## src/rtl/loader_responder.sv

```systemverilog
// Host-side UART program-load responder: answers the 0x99 sync with the
// program size, program words and, after the 0xaa ack, the data words.
module loader_responder #(
  parameter int PROG_WORDS = 16,
  parameter int DATA_WORDS = 4,
  parameter int AW         = 16
) (
  input  logic          clock,
  input  logic          reset,
  input  logic          rx_ready,
  input  logic [7:0]    rdata,
  input  logic          tx_busy,
  output logic          tx_start,
  output logic [7:0]    sdata,
  output logic [AW-1:0] img_addr,
  input  logic [31:0]   img_word,
  output logic          done,
  output logic          proto_err
);

  typedef enum logic [2:0] {
    WAIT_SYNC,
    SEND_SIZE,
    FETCH_PROG,
    SEND_PROG,
    WAIT_ACK,
    FETCH_DATA,
    SEND_DATA,
    DONE_S
  } state_t;

  localparam logic [31:0]   SIZE   = 32'(PROG_WORDS * 4);
  localparam logic [AW-1:0] LAST_P = AW'(PROG_WORDS - 1);
  localparam logic [AW-1:0] BASE_D = AW'(PROG_WORDS);
  localparam logic [AW-1:0] LAST_D = AW'(PROG_WORDS + DATA_WORDS - 1);

  state_t        r_state, w_state;
  logic [1:0]    r_idx, w_idx;
  logic [AW-1:0] r_addr, w_addr;
  logic [31:0]   r_sh, w_sh;
  logic [1:0]    r_hold, w_hold;
  logic          r_wait, w_wait;
  logic          r_err, w_err;
  logic          w_can;
  logic          w_last;
  logic [31:0]   w_size_sh;

  always_ff @(posedge clock) begin
    if (reset) begin
      r_state <= WAIT_SYNC;
      r_idx   <= '0;
      r_addr  <= '0;
      r_sh    <= '0;
      r_hold  <= '0;
      r_wait  <= 1'b0;
      r_err   <= 1'b0;
    end else begin
      r_state <= w_state;
      r_idx   <= w_idx;
      r_addr  <= w_addr;
      r_sh    <= w_sh;
      r_hold  <= w_hold;
      r_wait  <= w_wait;
      r_err   <= w_err;
    end
  end

  assign w_can     = !tx_busy && (r_hold == 2'd0);
  assign w_size_sh = SIZE << {r_idx, 3'b000};
  assign w_last    = (r_state == SEND_PROG) ? (r_addr == LAST_P)
                                            : (r_addr == LAST_D);

  always_comb begin
    w_state  = r_state;
    w_idx    = r_idx;
    w_addr   = r_addr;
    w_sh     = r_sh;
    w_hold   = (r_hold != 2'd0) ? r_hold - 2'd1 : 2'd0;
    w_wait   = r_wait;
    w_err    = r_err;
    tx_start = 1'b0;
    sdata    = 8'h00;
    unique case (r_state)
      WAIT_SYNC: begin
        if (rx_ready) begin
          if (rdata == 8'h99) begin
            w_state = SEND_SIZE;
            w_idx   = 2'd0;
          end else begin
            w_err = 1'b1;
          end
        end
      end
      SEND_SIZE: begin
        if (rx_ready) w_err = 1'b1;
        if (w_can) begin
          tx_start = 1'b1;
          sdata    = w_size_sh[31:24];
          w_hold   = 2'd2;
          w_idx    = r_idx + 2'd1;
          if (r_idx == 2'd3) begin
            if (PROG_WORDS == 0) begin
              w_state = WAIT_ACK;
            end else begin
              w_state = FETCH_PROG;
              w_addr  = '0;
              w_wait  = 1'b1;
            end
          end
        end
      end
      // first cycle lets the ROM see the new address, second latches it
      FETCH_PROG, FETCH_DATA: begin
        if (rx_ready) w_err = 1'b1;
        if (r_wait) begin
          w_wait = 1'b0;
        end else begin
          w_sh    = img_word;
          w_idx   = 2'd0;
          w_state = (r_state == FETCH_PROG) ? SEND_PROG : SEND_DATA;
        end
      end
      SEND_PROG, SEND_DATA: begin
        if (rx_ready) w_err = 1'b1;
        if (w_can) begin
          tx_start = 1'b1;
          sdata    = r_sh[31:24];
          w_sh     = {r_sh[23:0], 8'h00};
          w_hold   = 2'd2;
          w_idx    = r_idx + 2'd1;
          if (r_idx == 2'd3) begin
            if (w_last) begin
              w_state = (r_state == SEND_PROG) ? WAIT_ACK : DONE_S;
            end else begin
              w_addr  = r_addr + 1'b1;
              w_wait  = 1'b1;
              w_state = (r_state == SEND_PROG) ? FETCH_PROG : FETCH_DATA;
            end
          end
        end
      end
      WAIT_ACK: begin
        if (rx_ready) begin
          if (rdata == 8'haa) begin
            if (DATA_WORDS == 0) begin
              w_state = DONE_S;
            end else begin
              w_state = FETCH_DATA;
              w_addr  = BASE_D;
              w_wait  = 1'b1;
            end
          end else begin
            w_err = 1'b1;
          end
        end
      end
      DONE_S: begin
        if (rx_ready) w_err = 1'b1;
      end
      default: w_state = WAIT_SYNC;
    endcase
  end

  assign img_addr  = r_addr;
  assign done      = (r_state == DONE_S);
  assign proto_err = r_err;

endmodule

```

## config.mk

```make
export PLATFORM = sky130hd
export DESIGN_NAME = loader_responder
export DESIGN_NICKNAME = d
export VERILOG_FILES = /design/src/rtl/loader_responder.sv
export SDC_FILE = /design/constraint.sdc
export NUM_CORES = 1
export LEC_CHECK = 0
export CAP_MARGIN = 20
export CORE_MARGIN = 1.5
export CORE_UTILIZATION = 50
export DETAILED_ROUTE_END_ITERATION = 8
export PLACE_DENSITY = 0.78
export SYNTH_ARGS = -nofsm -noshare
export SYNTH_HDL_FRONTEND = slang
export SYNTH_SLANG_ARGS = --single-unit
```

## constraint.sdc

```tcl
create_clock -name clock -period 2.5 [get_ports clock]
set_input_delay 0.375 -clock clock [delete_from_list [all_inputs] [get_ports clock]]
set_output_delay 0.375 -clock clock [all_outputs]
set_load 0.01 [all_outputs]
```

==> out/qor_table.md <==
| Item | This run | Unit |
|---|---|---|
| Max H-tree Level | 3 | - |
| # port buffers | 70 | - |
| Total congestion overflow after global routing | 0 | - |
| Number of global-route vias before repair | 2,707 | - |
| Number of buffers added for setup after CTS | 0 | - |
| Crit Reg-Reg Startpoint | r_state[1] | - |
| Netlist Area Pre-Place | 0.002962 | mm2 |
| Proportion of power drawn by the clock network | 0.453 | - |
| Part of the power in registers | 0.485 | - |
| Die Span X | 79.96 | um |
| Number of warning messages in the yosys log | 0 | - |
| Placeable core region | 0.005608 | mm2 |
| Maximum capacitance violations | 0 | - |
| Placed cell areas | 0.003779 | mm2 |
| Kind of end point of the critical path | output pin | - |
| Max-Slew Margin vs Limit | 0.5705 | - |
| Commonest cells after routing, fill and taps aside | 69 x clkdlybuf4s50_1, 66 x nand2_1, 61 x nor2_1 | - |
| Switching Fraction | 0.2265 | - |
| Die Span Y | 79.96 | um |
| Area Overhead vs Synth | 35.07 | % |
| Post-Syn Nets | 430 | - |
| Sequential area share after synthesis | 0.3853 | - |
| Total clock sinks | 57 | - |
| Fraction of met3 tracks used by global routing | 0.05143 | - |
| Wire length reported by the detailed router | 7693 | um |
| Kind of critical path | flip-flop to output pin | - |
| Final weighted congestion of routability-driven global placement | 0.8994 | - |
| Critical Path RT | 2.12 | ns |
| Setup crit start | r_state[1] | - |
| Count of routing violations after the opening detailed-route iteration | 219 | - |
| Hold bufs inserted after CTS | 0 | - |
| Drc violations | 0 | - |
| Floorplan row count | 27 | - |
| Layout net count | 500 | - |
| Layout filler cell count | 483 | - |
| Fin crit period | 2.400 | ns |
| Final clock skew | 0.01105 | ns |
| Met2 track utilization from global routing | 0.4042 | - |
| CTS root buffer | clkbuf_8 | - |
| Starting density of the core | 0.5281 | - |
| Final Hold Violating Endpoints | 0 | - |
| Sequential cell area | 0.001144 | mm2 |
| Largest fanout of any net on the critical path | 13 | - |
| Sum of net half-perimeters after detailed placement | 5347 | um |
| Internal power contribution | 1450 | uW |
| Path type of the worst min-delay path | flip-flop to flip-flop | - |
| GRT Max-Usage Layer | met2 | - |
| Number of max-slew violations in the final report | 0 | - |
| Routed Antenna Nets | 0 | - |
| Post-synth cell types | 53 | - |
| Fraction of final layout cells with drive strength greater than 1 | 0.09804 | - |
| Finish-stage setup viols | 0 | - |
| Dpl ws | 0.01340 | ns |
| Transition time of the tightest slew-check pin | 0.6443 | ns |
| Flip-flop and latch count after synthesis | 57 | - |
| Arr. time, crit path | 2.03 | ns |
| Clk_lat worst skew | 0.34 | ns |
| Global routing usage on met1 | 0.3319 | - |
| TritonCTS clock tree | built | - |
| Setup repair after global routing missed its margin | no | - |
| Maximum number of buffers from clock root to sink | 2 | - |
| Number of flops mapped to enable cells by yosys | 0 | - |
| Clock transition at the register clock pins on the worst setup and hold paths after CTS | 0.06 | ns |
| Leakage dissipation | 0.001387 | uW |
| Count of pins on the block boundary | 71 | - |
| Kind of start point of the critical path | flip-flop | - |
| Largest net degree at the start of global routing | 49 | - |
| Top achievable clock speed | 416.6 | MHz |
| First-pass GRT wire length | 12,570 | um |
| Number of antenna violations at the first check in global routing | 0 | - |
| Pwr Density | 468.7 | mW/mm2 |
| Cell count after synthesis | 384 | - |
| Post-layout power | 1875 | uW |
| Ratio of final minimum period to clock period | 0.9601 | - |
| IR Drop Worst-Case VDD | 0.5080 | mV |
| Comb power frac | 0.062 | - |
| Overall track demand over capacity in global routing | 0.2520 | - |
| Area enclosed by the die boundary | 0.006394 | mm2 |
| Mean number of vias per cell | 5.725 | - |
| Finished layout cell area | 0.004000 | mm2 |
| Total inserted antenna cells | 0 | - |
| Primary FF master, synth | dfxtp_1 | - |
| Number of detailed-route iterations in the first pass | 4 | - |
| Share of flip-flops with an asynchronous set or reset after synthesis | 0 | - |
| Via Count | 3,040 | - |
| Post-route setup TNS | 0 | ns |
| Leading cell type in the layout, fill and taps excluded | clkdlybuf4s50_1 | - |
| Run status | finished, final reports clean | - |
| Power dissipated by switching net loads | 424.6 | uW |
| Average cell area after synthesis | 7.712 | um2 |
| Average detailed-routed wire length per instance | 14.49 | um |
| Multi-input logic area | 0.001694 | mm2 |
| Clock buffers created by TritonCTS | 9 | - |
| Hold path start | proto_err | - |
| Crit path setup slack, layout | 0.09980 | ns |
-- cells in the mapped netlist (2+ instances only) --
master | n | area share
nor4_1 | 3 | 0.0063
nor3_1 | 4 | 0.0068
nand4bb_1 | 2 | 0.0076
a22o_1 | 3 | 0.0089
nor2_1 | 61 | 0.077
dfxtp_1 | 57 | 0.39
nand2b_1 | 3 | 0.0063
buf_2 | 10 | 0.017
mux2i_1 | 3 | 0.010
buf_1 | 2 | 0.0025
ha_1 | 2 | 0.0084
a32oi_1 | 2 | 0.0059
and3_1 | 9 | 0.019
a31oi_1 | 3 | 0.0063
and2_1 | 7 | 0.015
nand2_1 | 66 | 0.084
nor2b_1 | 6 | 0.013
or4_1 | 4 | 0.010
nor3_2 | 2 | 0.0068
or3b_1 | 2 | 0.0059
nand4_1 | 3 | 0.0063
a21oi_1 | 22 | 0.037
inv_1 | 4 | 0.0051
a311oi_1 | 24 | 0.071
nor4b_1 | 2 | 0.0059
o21ai_0 | 17 | 0.029
a22oi_1 | 11 | 0.028
clkbuf_1 | 15 | 0.019
nand3_1 | 7 | 0.012
nand3b_1 | 3 | 0.0076
a211o_1 | 2 | 0.0059
nor4bb_1 | 2 | 0.0068
-- worst paths after layout --
check        slack (ns)  depth (start not counted)           to
max                 0.1                          5     tx_start
min                0.45                          2    proto_err
max reg2reg        0.27                          6  img_addr[3]
min reg2reg        0.45                          2    proto_err
-- repair_timing --
action,in CTS,in global routing
setup endpoints to repair,8,9
gates cloned,0,0
resized for setup,3,5
pin swaps,0,0
-- through the flow --
step | cells | hold slack (ns) | utilization
2_1_floorplan | 384 | 0.4552 | -
3_3_place_gp | 515 | 0.4343 | 0.6738
3_5_place_dp | 515 | 0.4424 | 0.6738
4_1_cts | 531 | 0.4540 | 0.7113
5_1_grt | 531 | 0.4747 | 0.7133
6_report | 531 | 0.4495 | 0.7133
-- power by group through the flow --
stage                     registers (uW)  logic (uW)  clock network [uW]
after floorplan                      931        30.5                   0
after global placement               930         115                   0
after detailed placement             930         116                   0
after CTS                            910         117                 857
after global routing                 909         125                 897
final                                910         116                 849
-- cell type report --
type / count / area share
multi-input combinational: 295 / 0.4235
sequential: 57 / 0.2859
timing repair buffer: 87 / 0.2140
clock buffer: 13 / 0.04473
tap: 72 / 0.02252
clock inverter: 3 / 0.005630
inverter: 4 / 0.003754
-- kinds of logic after synthesis --
logic type,Yosys count,share of synthesized area
and+or+nand+nor,193,0.3181
AOI/OAI and AO/OA,95,0.2239
DFF,57,0.3853
buffers and inverters,32,0.04732
muxes,4,0.01394
adders and majority gates,2,0.008448
xor gates and xnor gates,1,0.002958
-- sequential cells by signal, summed over array words and instances, names as in the netlist --
signal     count
r_hold         2
r_idx          2
r_wait         1
img_addr      16
proto_err      1
r_sh          32
r_state        3
-- critical path, stage by stage, from the launching register on --
cell,delay [ns]
dfxtp_1,0.44
buf_4,0.23
nand2_2,0.08
o21ai_1,0.20
and2_4,0.20
clkdlybuf4s50_1,0.54
-- routing by layer --
metal  part of all wire  vias up  wire [um]
li1                   -     1529          -
met1               0.45     1418       3497
met2               0.49       82       3746
met3              0.041       11        316
met4              0.017        0        132
met5                  0        -          0
Power figures use the tool's default switching activity.
